$ cat config.mk
export PLATFORM = sky130hd
export DESIGN_NAME = tile_config_loader
export DESIGN_NICKNAME = d
export VERILOG_FILES = /design/src/rtl/tile_config_loader.sv
export SDC_FILE = /design/constraint.sdc
export NUM_CORES = 1
export LEC_CHECK = 0
export CORE_ASPECT_RATIO = 1.25
export CORE_MARGIN = 2
export CORE_UTILIZATION = 45
export CTS_BUF_LIST = sky130_fd_sc_hd__clkbuf_8
export DETAILED_ROUTE_END_ITERATION = 10
export PLACE_DENSITY = 0.74
export SKIP_CTS_REPAIR_TIMING = 1
export SYNTH_ARGS = -nofsm -noshare
export SYNTH_HDL_FRONTEND = slang
export SYNTH_SLANG_ARGS = --single-unit
$ cat constraint.sdc
create_clock -name clock -period 3.8 [get_ports clock]
set_input_delay 0.38 -clock clock [delete_from_list [all_inputs] [get_ports clock]]
set_output_delay 0.38 -clock clock [all_outputs]
set_load 0.05 [all_outputs]
$ cat src/rtl/tile_config_loader.sv
// Byte-serial configuration loader: frames a sync byte plus 19 payload bytes into a
// 146-bit shadow and commits it atomically. Define TILE_CONFIG_LOADER_CHECKSUM_EN to add an XOR checksum byte.
module tile_config_loader #(
  parameter int         CONFIG_WIDTH = 146,
  parameter int         BYTE_COUNT   = 19,
  parameter logic [7:0] SYNC_BYTE    = 8'hA5
) (
  input  logic                    clock,
  input  logic                    reset,
  input  logic [7:0]              data_in,
  input  logic                    data_valid,
  output logic                    data_ready,
  output logic [CONFIG_WIDTH-1:0] config_out,
  output logic                    config_valid,
  output logic                    config_done,
  output logic                    error
);

  localparam int             CNT_W    = $clog2(BYTE_COUNT + 1);
  localparam logic [CNT_W-1:0] LAST_IDX = CNT_W'(BYTE_COUNT - 1);

  typedef enum logic [1:0] {
    ST_IDLE,
    ST_LOAD,
    ST_CHECK,
    ST_COMMIT
  } state_e;

  state_e                  state_q;
  logic [CNT_W-1:0]        cnt_q;
  logic [CONFIG_WIDTH-1:0] shadow_q;
  logic [CONFIG_WIDTH-1:0] shadow_d;
  logic [CONFIG_WIDTH-1:0] config_q;
  logic                    ready_q;
  logic                    valid_q;
  logic                    done_q;
  logic                    accept;

  assign accept = data_valid && ready_q;

  // Drop the current byte into its slot; bits beyond CONFIG_WIDTH in the last byte fall away.
  always_comb begin
    // NOTE: default assignment first so no path leaves shadow_d unassigned, which would infer a latch.
    shadow_d = shadow_q;
    for (int b = 0; b < CONFIG_WIDTH; b++) begin
      if (cnt_q == CNT_W'(b / 8)) shadow_d[b] = data_in[3'(b % 8)];
    end
  end

`ifdef TILE_CONFIG_LOADER_CHECKSUM_EN
  logic [7:0] csum_q;
  logic       err_q;
  assign error = err_q;
`else
  assign error = 1'b0;
`endif

  always_ff @(posedge clock) begin
    // NOTE: non-blocking assignments throughout so every register sees pre-edge values.
    if (reset) begin
      // NOTE: the shadow is a plain register, not a RAM, so resetting it is cheap and keeps it deterministic.
      state_q  <= ST_IDLE;
      cnt_q    <= '0;
      shadow_q <= '0;
      config_q <= '0;
      ready_q  <= 1'b1;
      valid_q  <= 1'b0;
      done_q   <= 1'b0;
`ifdef TILE_CONFIG_LOADER_CHECKSUM_EN
      csum_q   <= '0;
      err_q    <= 1'b0;
`endif
    end else begin
      done_q <= 1'b0;
`ifdef TILE_CONFIG_LOADER_CHECKSUM_EN
      err_q  <= 1'b0;
`endif
      case (state_q)
        ST_IDLE: begin
          if (accept && data_in == SYNC_BYTE) begin
            state_q  <= ST_LOAD;
            cnt_q    <= '0;
            shadow_q <= '0;
`ifdef TILE_CONFIG_LOADER_CHECKSUM_EN
            csum_q   <= '0;
`endif
          end
        end
        ST_LOAD: begin
          if (accept) begin
            shadow_q <= shadow_d;
            cnt_q    <= cnt_q + 1'b1;
`ifdef TILE_CONFIG_LOADER_CHECKSUM_EN
            csum_q   <= csum_q ^ data_in;
            if (cnt_q == LAST_IDX) state_q <= ST_CHECK;
`else
            if (cnt_q == LAST_IDX) begin
              state_q <= ST_COMMIT;
              ready_q <= 1'b0;
            end
`endif
          end
        end
`ifdef TILE_CONFIG_LOADER_CHECKSUM_EN
        ST_CHECK: begin
          if (accept) begin
            if (data_in == csum_q) begin
              state_q <= ST_COMMIT;
              ready_q <= 1'b0;
            end else begin
              state_q <= ST_IDLE;
              err_q   <= 1'b1;
            end
          end
        end
`endif
        ST_COMMIT: begin
          config_q <= shadow_q;
          done_q   <= 1'b1;
          valid_q  <= 1'b1;
          ready_q  <= 1'b1;
          state_q  <= ST_IDLE;
        end
        default: begin
          state_q <= ST_IDLE;
          ready_q <= 1'b1;
        end
      endcase
    end
  end

  assign data_ready   = ready_q;
  assign config_out   = config_q;
  assign config_valid = valid_q;
  assign config_done  = done_q;

endmodule
==> results_dict.tcl <==
set metrics [dict create \
    yosysUniqueCellTypes 46 \
    finClkSkew_ns 0.0109 \
    cts.clk_slew.worst_paths_ns 0.09 \
    r2r_cells 4 \
    max_stage_delay_ns 0.97 \
    finalSetupTns_ns 0 \
    cp_top_family "simple AND/OR/NAND/NOR gates" \
    crit_slowest_cell "dfxtp_1" \
    syn_area_um2 6470 \
    hold_depth 2 \
    cp_cell_sequence "nand2b_1 -> nor2_1 -> and3_1 -> a22o_1" \
    fmax_ghz 0.380 \
    antenna_found_initial 0 \
    initial_core_util_pct 45.5 \
    grt_pass1_wl_um 22400 \
    hold_path.startpoint "shadow_q[3]" \
    grt_max_degree 69 \
    hpwl_um 8680 \
    num_vias 4761 \
    finalCritPeriodShare_pct 69.2 \
    crit_fanout 29 \
    maxCapViolations 0 \
    rows 49 \
    clock-root-buffer "clkbuf_8" \
    drive_above_1_share_pct 7.82 \
    route.detailed.drc 0 \
    seq_area_frac_synth_pct 48.9 \
    nets 770 \
    antenna_cells 0 \
    startpoint "state_q[0]" \
    final_max_slew_viol_count 0 \
    final_antenna_net_count 0 \
    clk_latency_ns 0.44 \
    overflow 0 \
    htree_levels 4 \
    finalSetupViolCount 0 \
    grt_pass1_vias 4521 \
    p_clk_share_pct 40.8 \
    synth.most_common_cell "dfxtp_1" \
    min_period_ns 2.63 \
    synth-seq-cells 158 \
    cp_num_cells 4 \
    yosysWarnings 0 \
    ios 161 \
    async_flop_share_pct 0 \
    fillCellCount 1330 \
    swShare_pct 26.3 \
    syn_inst 691 \
    use_met1_pct 22.8 \
    globalRouteTotalUtil_pct 17.7 \
    synth_top_area_share_pct 48.9 \
    place_congestion 0.817 \
    intPower_uw 2350 \
    grt.busiest_layer "met2" \
    syn2layout_area_growth_pct 15.2 \
    dieArea_um2 15400 \
    hold_viol 0 \
    portBuffers 87 \
    grt_util_met2_pct 28.7 \
    cts.sinks 158 \
    die_x_um 111 \
    ir_drop_v 0.000193 \
    routed_wl_um 13400 \
    seq_area_um2 3160 \
    worst_pin_slew_ns 0.971 \
    timing.rr.start "state_q[0]" \
    crit_buf_inv 0 \
    rsz0062_at_grt "false" \
    status "finished, final reports clean" \
    critPathRequiredTime_ns 4.18 \
    instances_no_fill 945 \
    synth_edf_count 0 \
    cts_tree "done" \
    power_density_nw_per_um2 427 \
    multi_input_area_um2 2730 \
    total_power_uw 3180 \
    grtUsageMet3_pct 4.47 \
    p_sw_uw 837 \
    synth_flop_cell "dfxtp_1" \
    critical_path_class "reg -> reg" \
    via_per_inst 5.04 \
    drt_first_iter_violations 306 \
    core_um2 14200 \
    numCtsBuffers 17 \
    cp-end-kind "flop" \
    yosys-top-cells-area "dfxtp_1 49%, a22o_1 9.8%, nand2_1 9.0%, buf_4 8.6%, a21oi_1 6.2%" \
    p_comb_share_pct 7.2 \
    syn_avg_cell_area_um2 9.36 \
    hp-class "reg -> reg" \
    critPathArrivalTime_ns 3.01 \
    seq_power_share_pct 52.0 \
    leakage_uw 0.00265 \
    drt_first_pass_iters 5 \
    critPathLaunchType "flop" \
    yosys.area.top_type "dfxtp_1" \
    cts_buffer_depth 2 \
    wl_per_cell_um 14.2 \
    dp_cells 913 \
    slew_headroom_pct 35.2 \
    dieHeight_um 138 \
    ys_top_cells_by_count "158 x dfxtp_1, 155 x nand2_1, 80 x a21oi_1, 74 x buf_4, 72 x a22o_1" \
]
[worst min-delay path, cell delays in order, from the launching register on]
cell and delay (ns):
dfxtp_1 0.32, nand2_1 0.05, a21oi_1 0.05
[stage by stage]
step / hold slack [ns] / utilization (%) / instance area [um2] / setup slack (ns)
final: 0.452 / 52.4 / 7450 / 1.17
after global routing: 0.475 / 52.4 / 7450 / 0.985
after detailed placement: 0.445 / 49.5 / 7030 / 1.07
after floorplan: 0.432 / - / 6740 / 2.08
after global placement: 0.442 / 49.5 / 7030 / 1.12
after CTS: 0.456 / 52.4 / 7450 / 1.22
[power groups by stage]
stage          registers [uW]  clock network, uW  logic (uW)
2_1_floorplan            1690                  0         268
3_3_place_gp             1690                  0         227
3_5_place_dp             1690                  0         228
4_1_cts                  1650               1330         228
5_1_grt                  1660               1400         238
6_report                 1650               1300         229
[cells in the final DEF, fill, tap and decap left out, types with 3 or more instances in the layout]
master	instances
dfxtp_1	158
nand2_1	154
clkdlybuf4s50_1	86
a21oi_1	80
conb_1	73
a22o_1	72
clkbuf_8	18
nand2b_1	12
o21ai_1	11
nor2_1	9
a31oi_4	9
a31oi_1	8
and3_1	7
inv_1	6
o21ai_0	6
buf_4	6
ha_1	5
clkinvlp_4	5
o21ai_2	4
nand3_1	3
bufinv_16	3
[layout make-up]
cell class	instances	share of cell area, %
Sequential cell	158	42.5
Clock buffer	18	3.32
Clock inverter	14	2.27
Timing Repair Buffer	92	12.2
Inverter	4	0.202
Tap cell	178	2.99
Multi-Input combinational cell	481	36.6
[registers in the layout, indices dropped and copies added (netlist names)]
register and count:
cnt_q 5, state_q 2, shadow_q 74, data_ready 1, config_valid 1, config_out 74, config_done 1
[worst paths after layout]
path	endpoint	slack, ns
worst max-delay path	shadow_q[16]	1.17
worst max register to register	shadow_q[16]	1.17
worst min register to register	config_out[3]	0.45
worst min-delay path	config_out[3]	0.45
[cell families (layout without fill, tap and decap cells)]
group,count (synthesis),after routing,share of synthesized area (%)
AND/OR/NAND/NOR,200,200,13.4
buffers and inverters,124,128,13.2
AO/OA/AOI/OAI,203,203,23.5
adder cells (fa/ha/maj),5,5,0.967
flip-flops,158,158,48.9
other,1,73,0.0580
[layer usage]
| layer | share of wire (%) | vias to the layer above |
|---|---|---|
| met5 | 0 | - |
| met4 | 1.7 | 0 |
| met3 | 5.7 | 19 |
| met2 | 47 | 182 |
| met1 | 46 | 2183 |
| li1 | - | 2377 |
No activity file was read; power rests on OpenSTA's default activity.
==> RTL change 1: new RTL, same flow settings <==
Make the reset (`reset`) asynchronous in one clocked block.
--- a/src/rtl/tile_config_loader.sv
+++ b/src/rtl/tile_config_loader.sv
@@ -55,7 +55,7 @@
   assign error = 1'b0;
 `endif
 
-  always_ff @(posedge clock) begin
+  always_ff @(posedge clock or posedge reset) begin
     // NOTE: non-blocking assignments throughout so every register sees pre-edge values.
     if (reset) begin
       // NOTE: the shadow is a plain register, not a RAM, so resetting it is cheap and keeps it deterministic.
Check against the original RTL: same outputs for any inputs over 4 cycles, from zero or initial values and one cycle with reset high; that may be too few to reach the edited logic, so the function may still have changed.
==> RTL change 1 against the original RTL <==
Sequential cell count is the same; power shrank 1.7%; worst setup slack gained 160 ps; design area grew 11%; synthesized area grew 10%; wire length grew 13%; cell count shrank 6.7%; critical endpoint is now cnt_q[4]; highest routed layer unchanged.
==> RTL change 1: results (changes against the original RTL) <==
| Metric | Value |
|---|---|
| Metal2 WL | `8.106 mm (+29%)` |
| Final-layout fill cell count | `1322 (-0.60%)` |
| First drt pass iteration count | `4 (-1)` |
| Vias in the first global route | `4717 (+4.3%)` |
| Routability congestion estimate | `0.7913 (-3.1%)` |
| Avg Inst Size Synth | `12.27 um2 (+31%)` |
| Cell variety after synth | `36 (-22%)` |
| Flop2flop setup slack | `1330 ps (+160 ps)` |
| WL met3 | `747 um (-2.6%)` |
| Post-synthesis compound-gate area fraction | `0.1389 (-0.09593)` |
| Peak supply drop | `0.0001818 V (-5.9%)` |
| Post-synthesis async set-or-reset flop share | `1.000 (+1.000)` |
| Internal | `2.305 mW (-1.7%)` |
| Register area share after synthesis | `0.5538 (+0.06471)` |
| GR Util met3 | `0.03915 (-0.005567)` |
| Hold_ws | `332.1 ps (-119.4 ps)` |
| GRT Resource Usage Total | `0.1836 (+0.007006)` |
| Worst Path Arrival | `2770 ps (-240 ps)` |
| Nets | `673 (-13%)` |
| Routed wire length | `15.19 mm (+13%)` |
| Clk Latency, worst-skew pair | `460 ps (+20 ps)` |
| Synth Area in Adders | `0.008760 (-0.0009134)` |
| First-pass GRT wire length | `23.94 mm (+6.8%)` |
| Hold Crit Class | `input port to asynchronous set/reset pin` |
| Global routing met1 resource utilization | `0.2125 (-0.01545)` |
| Fmax | `404.1 MHz (+6.3%)` |
| Reg2reg end | `cnt_q[4]` |
| Worst Skew | `11.01 ps (+0.07230 ps)` |
| Largest net degree at the start of global routing | `67 (-2.9%)` |
| Max FO, Critical Path | `66 (+130%)` |
| # placed instances | `850 (-6.9%)` |
| Met2 Usage GRT | `0.3283 (+0.04136)` |
| Post-synthesis mux area share | `0.1272 (+0.1272)` |
| Hpwl dp | `10.26 mm (+18%)` |
| Status | `completed` |
| Via/cell ratio | `5.232 (+3.9%)` |
| Post-synth top cells | `dfrtp_1 (157), buf_4 (74), mux2_2 (70), o21ai_0 (66), o2bb2ai_1 (56)` |
| Pleak | `3.887 nW (+46%)` |
| WL met1 | `6.029 mm (-1.9%)` |
| Worst Max-Slew Pin Slew | `1072 ps (+100.9 ps)` |
## RTL change 1: cell types whose count changed after synthesis, moves of 70 or more
cell     change
nand2_1    -148
mux2_2      +70
a22o_1      -72
a21oi_1     -80
dfrtp_1    +157
dfxtp_1    -158
## RTL change 1: layout make-up
class	count	area (um2)	area share
clock buffer	19	261.5	0.03151
sequential	158	3955	0.4766
multi-input combinational	366	2650	0.3193
clock inverter	13	125.1	0.01508
inverter	16	63.81	0.007689
timing repair buffer	98	978.4	0.1179
tap	212	265.3	0.03196
## RTL change 1: cell families (layout without fill, tap and decap cells)
family | Yosys count | in the layout
multiplexers | 82 | 82
AO/OA/AOI/OAI | 145 | 145
buffers and inverters | 130 | 146
adder cells (fa/ha/maj) | 5 | 5
other | 1 | 73
flip-flops | 158 | 158
AND/OR/NAND/NOR | 61 | 61
## RTL change 1: critical path: stages, from the launching register on
cell	delay (ps)
dfrtp_1	450
or4b_1	850
nor3_4	210
buf_4	580
o22ai_1	210
==> RTL change 2: new RTL, config.mk and constraints unchanged <==
Without the edit above. Set the parameter `CONFIG_WIDTH` to 292 (it was 146).
--- a/src/rtl/tile_config_loader.sv
+++ b/src/rtl/tile_config_loader.sv
@@ -1,7 +1,7 @@
 // Byte-serial configuration loader: frames a sync byte plus 19 payload bytes into a
 // 146-bit shadow and commits it atomically. Define TILE_CONFIG_LOADER_CHECKSUM_EN to add an XOR checksum byte.
 module tile_config_loader #(
-  parameter int         CONFIG_WIDTH = 146,
+  parameter int         CONFIG_WIDTH = 292,
   parameter int         BYTE_COUNT   = 19,
   parameter logic [7:0] SYNC_BYTE    = 8'hA5
 ) (
Interface: changed (resized config_out); port bits go from 161 to 307. The function was not compared with the original's and may differ.
==> RTL change 2 against the original RTL <==
Clock power grew 78%; synthesized cell count rose by 81%; combinational power rose by 74%; cell count up 82%; design area is 73% higher; worst setup slack improved by 410 ps; hold slack got worse by 98 ps; power grew 73%; first-iteration DRC count grew 40%; synthesized area grew 72%; sequential cell count rose by 108; wire length is 86% higher; count of clock-buffer cells in the layout up 29; global-route usage increased by 1.2 points; critical path type unchanged; largest power group unchanged.
==> RTL change 2: results (changes against the original RTL) <==
| Metric | Value |
|---|---|
| Initial antenna violation count | `0 (unchanged)` |
| Routed wire length | `24.94 mm (+86%)` |
| Final-layout fill cell count | `2288 (+72%)` |
| Placed Area | `12130 um2 (+72%)` |
| R2R cell count | `4 (unchanged)` |
| GRT Resource Usage Total | `0.1885 (+0.01194)` |
| Hold Crit Class | `input port to flop` |
| Register area share after synthesis | `0.4780 (-0.01103)` |
| Clock Tree Buf Depth | `3 (+1)` |
| N_diodes | `0 (unchanged)` |
| Peak supply drop | `0.0002599 V (+35%)` |
| Status | `completed` |
| Worst Path Arrival | `2660 ps (-350 ps)` |
| Nets | `1380 (+79%)` |
| Worst Max-Slew Pin Slew | `959.6 ps (-11.26 ps)` |
| Worst Skew | `25.21 ps (+14.27 ps)` |
| Ys Warns | `0 (unchanged)` |
| CP peak stage delay | `620 ps (-350 ps)` |
| Via/cell ratio | `4.849 (-3.8%)` |
| Hpwl dp | `16.13 mm (+86%)` |
| Buffers on Ports | `161 (+85%)` |
| CP endpoint | `shadow_q[57]` |
| First-pass GRT wire length | `39.79 mm (+78%)` |
| Min-Delay Path Depth | `2 (unchanged)` |
| Clk root buf | `clkbuf_8` |
| CTS buffer count | `42 (+25)` |
| Routability congestion estimate | `0.7998 (-2.1%)` |
| Synth Flop Type | `dfxtp_1` |
| H-tree levels | `2 (-2)` |
| Cell variety after synth | `47 (+2.2%)` |
| Flop2flop setup slack | `1580 ps (+410 ps)` |
| Clk Latency, worst-skew pair | `540 ps (+100 ps)` |
| First drt pass iteration count | `4 (-1)` |
| Post-synthesis async set-or-reset flop share | `0 (unchanged)` |
| Post-synth top cells | `nand2_1 (381), dfxtp_1 (266), buf_4 (168), a21oi_1 (137), o22ai_1 (84)` |
| Vias in the first global route | `7763 (+72%)` |
| Max stage delay cell, worst path | `nand2_2` |
| Setup violation total in the final timing report | `0 (unchanged)` |
| CP Launch Point | `state_q[0]` |
| Largest net degree at the start of global routing | `91 (+32%)` |
| Max FO, Critical Path | `29 (unchanged)` |
| Top cells by area, synth | `dfxtp_1 (48%), nand2_1 (13%), buf_4 (11%)` |
| Layout cells sized above 1 | `0.09950 (+0.02127)` |
| Pleak | `4.430 nW (+67%)` |
| Register area | `5325 um2 (+68%)` |
| Clk slew on worst S/H paths | `60 ps (-30 ps)` |
| Drt first-iter violations | `428 (+40%)` |
[RTL change 2: logic make-up (layout without fill, tap and decap cells)]
| group | Yosys count | after routing | synth area share |
|---|---|---|---|
| AOI/OAI and AO/OA | 277 | 277 | 0.1615 |
| adders and majority gates | 6 | 6 | 0.006739 |
| buffers and inverters | 251 | 246 | 0.1557 |
| DFF | 266 | 266 | 0.4780 |
| other | 1 | 145 | 0.0003366 |
| and+or+nand+nor | 447 | 447 | 0.1977 |
[RTL change 2: how the worst min path moves through the flow]
stage / start / to / slack [ps]
final: reset / config_out[128] / 350
after global routing: reset / config_out[249] / 370
after global placement: shadow_q[185] / config_out[185] / 440
after floorplan: shadow_q[144] / config_out[144] / 430
after CTS: reset / config_out[249] / 340
after detailed placement: shadow_q[216] / config_out[216] / 440
[RTL change 2: critical path, delay by kind of cell, from the launching register on]
family,cells,cell delay (ps)
AOI/OAI and AO/OA,1,380
DFF,1,590
buffers and inverters,1,130
and+or+nand+nor,2,1010
[RTL change 2: routing by layer]
layer  track usage  up-vias  part of all wire
li1              -     4128                 -
met1        0.2236     3887              0.42
met2        0.3405      272              0.51
met3       0.03383       38             0.050
met4       0.05903        0             0.021
met5             0        -                 0
[RTL change 2: through the flow]
step / cells / power (mW) / setup WS (ps) / hold slack, ps
3_3_place_gp: 1649 / 3.244 / 1420 / 437.2
5_1_grt: 1717 / 5.694 / 1364 / 369.4
6_report: 1717 / 5.503 / 1576 / 353.0
4_1_cts: 1717 / 5.554 / 1519 / 344.1
3_5_place_dp: 1649 / 3.245 / 1392 / 442.9
2_1_floorplan: 1392 / 3.344 / 2041 / 431.3
[RTL change 2: final cells by class]
class | count | share of cell area
Timing Repair Buffer | 171 | 0.1324
Tap cell | 330 | 0.03198
Inverter | 7 | 0.002035
Clock inverter | 21 | 0.01076
Multi-Input combinational cell | 875 | 0.3603
Clock buffer | 47 | 0.05010
Sequential cell | 266 | 0.4124
[RTL change 2: power breakdown]
group	leakage (nW)	total, mW	internal [mW]	switching [mW]
sequential	2.14	2.79	2.79	0.000111
clock	0.458	2.32	1.26	1.06
combinational	1.83	0.398	0.0246	0.373
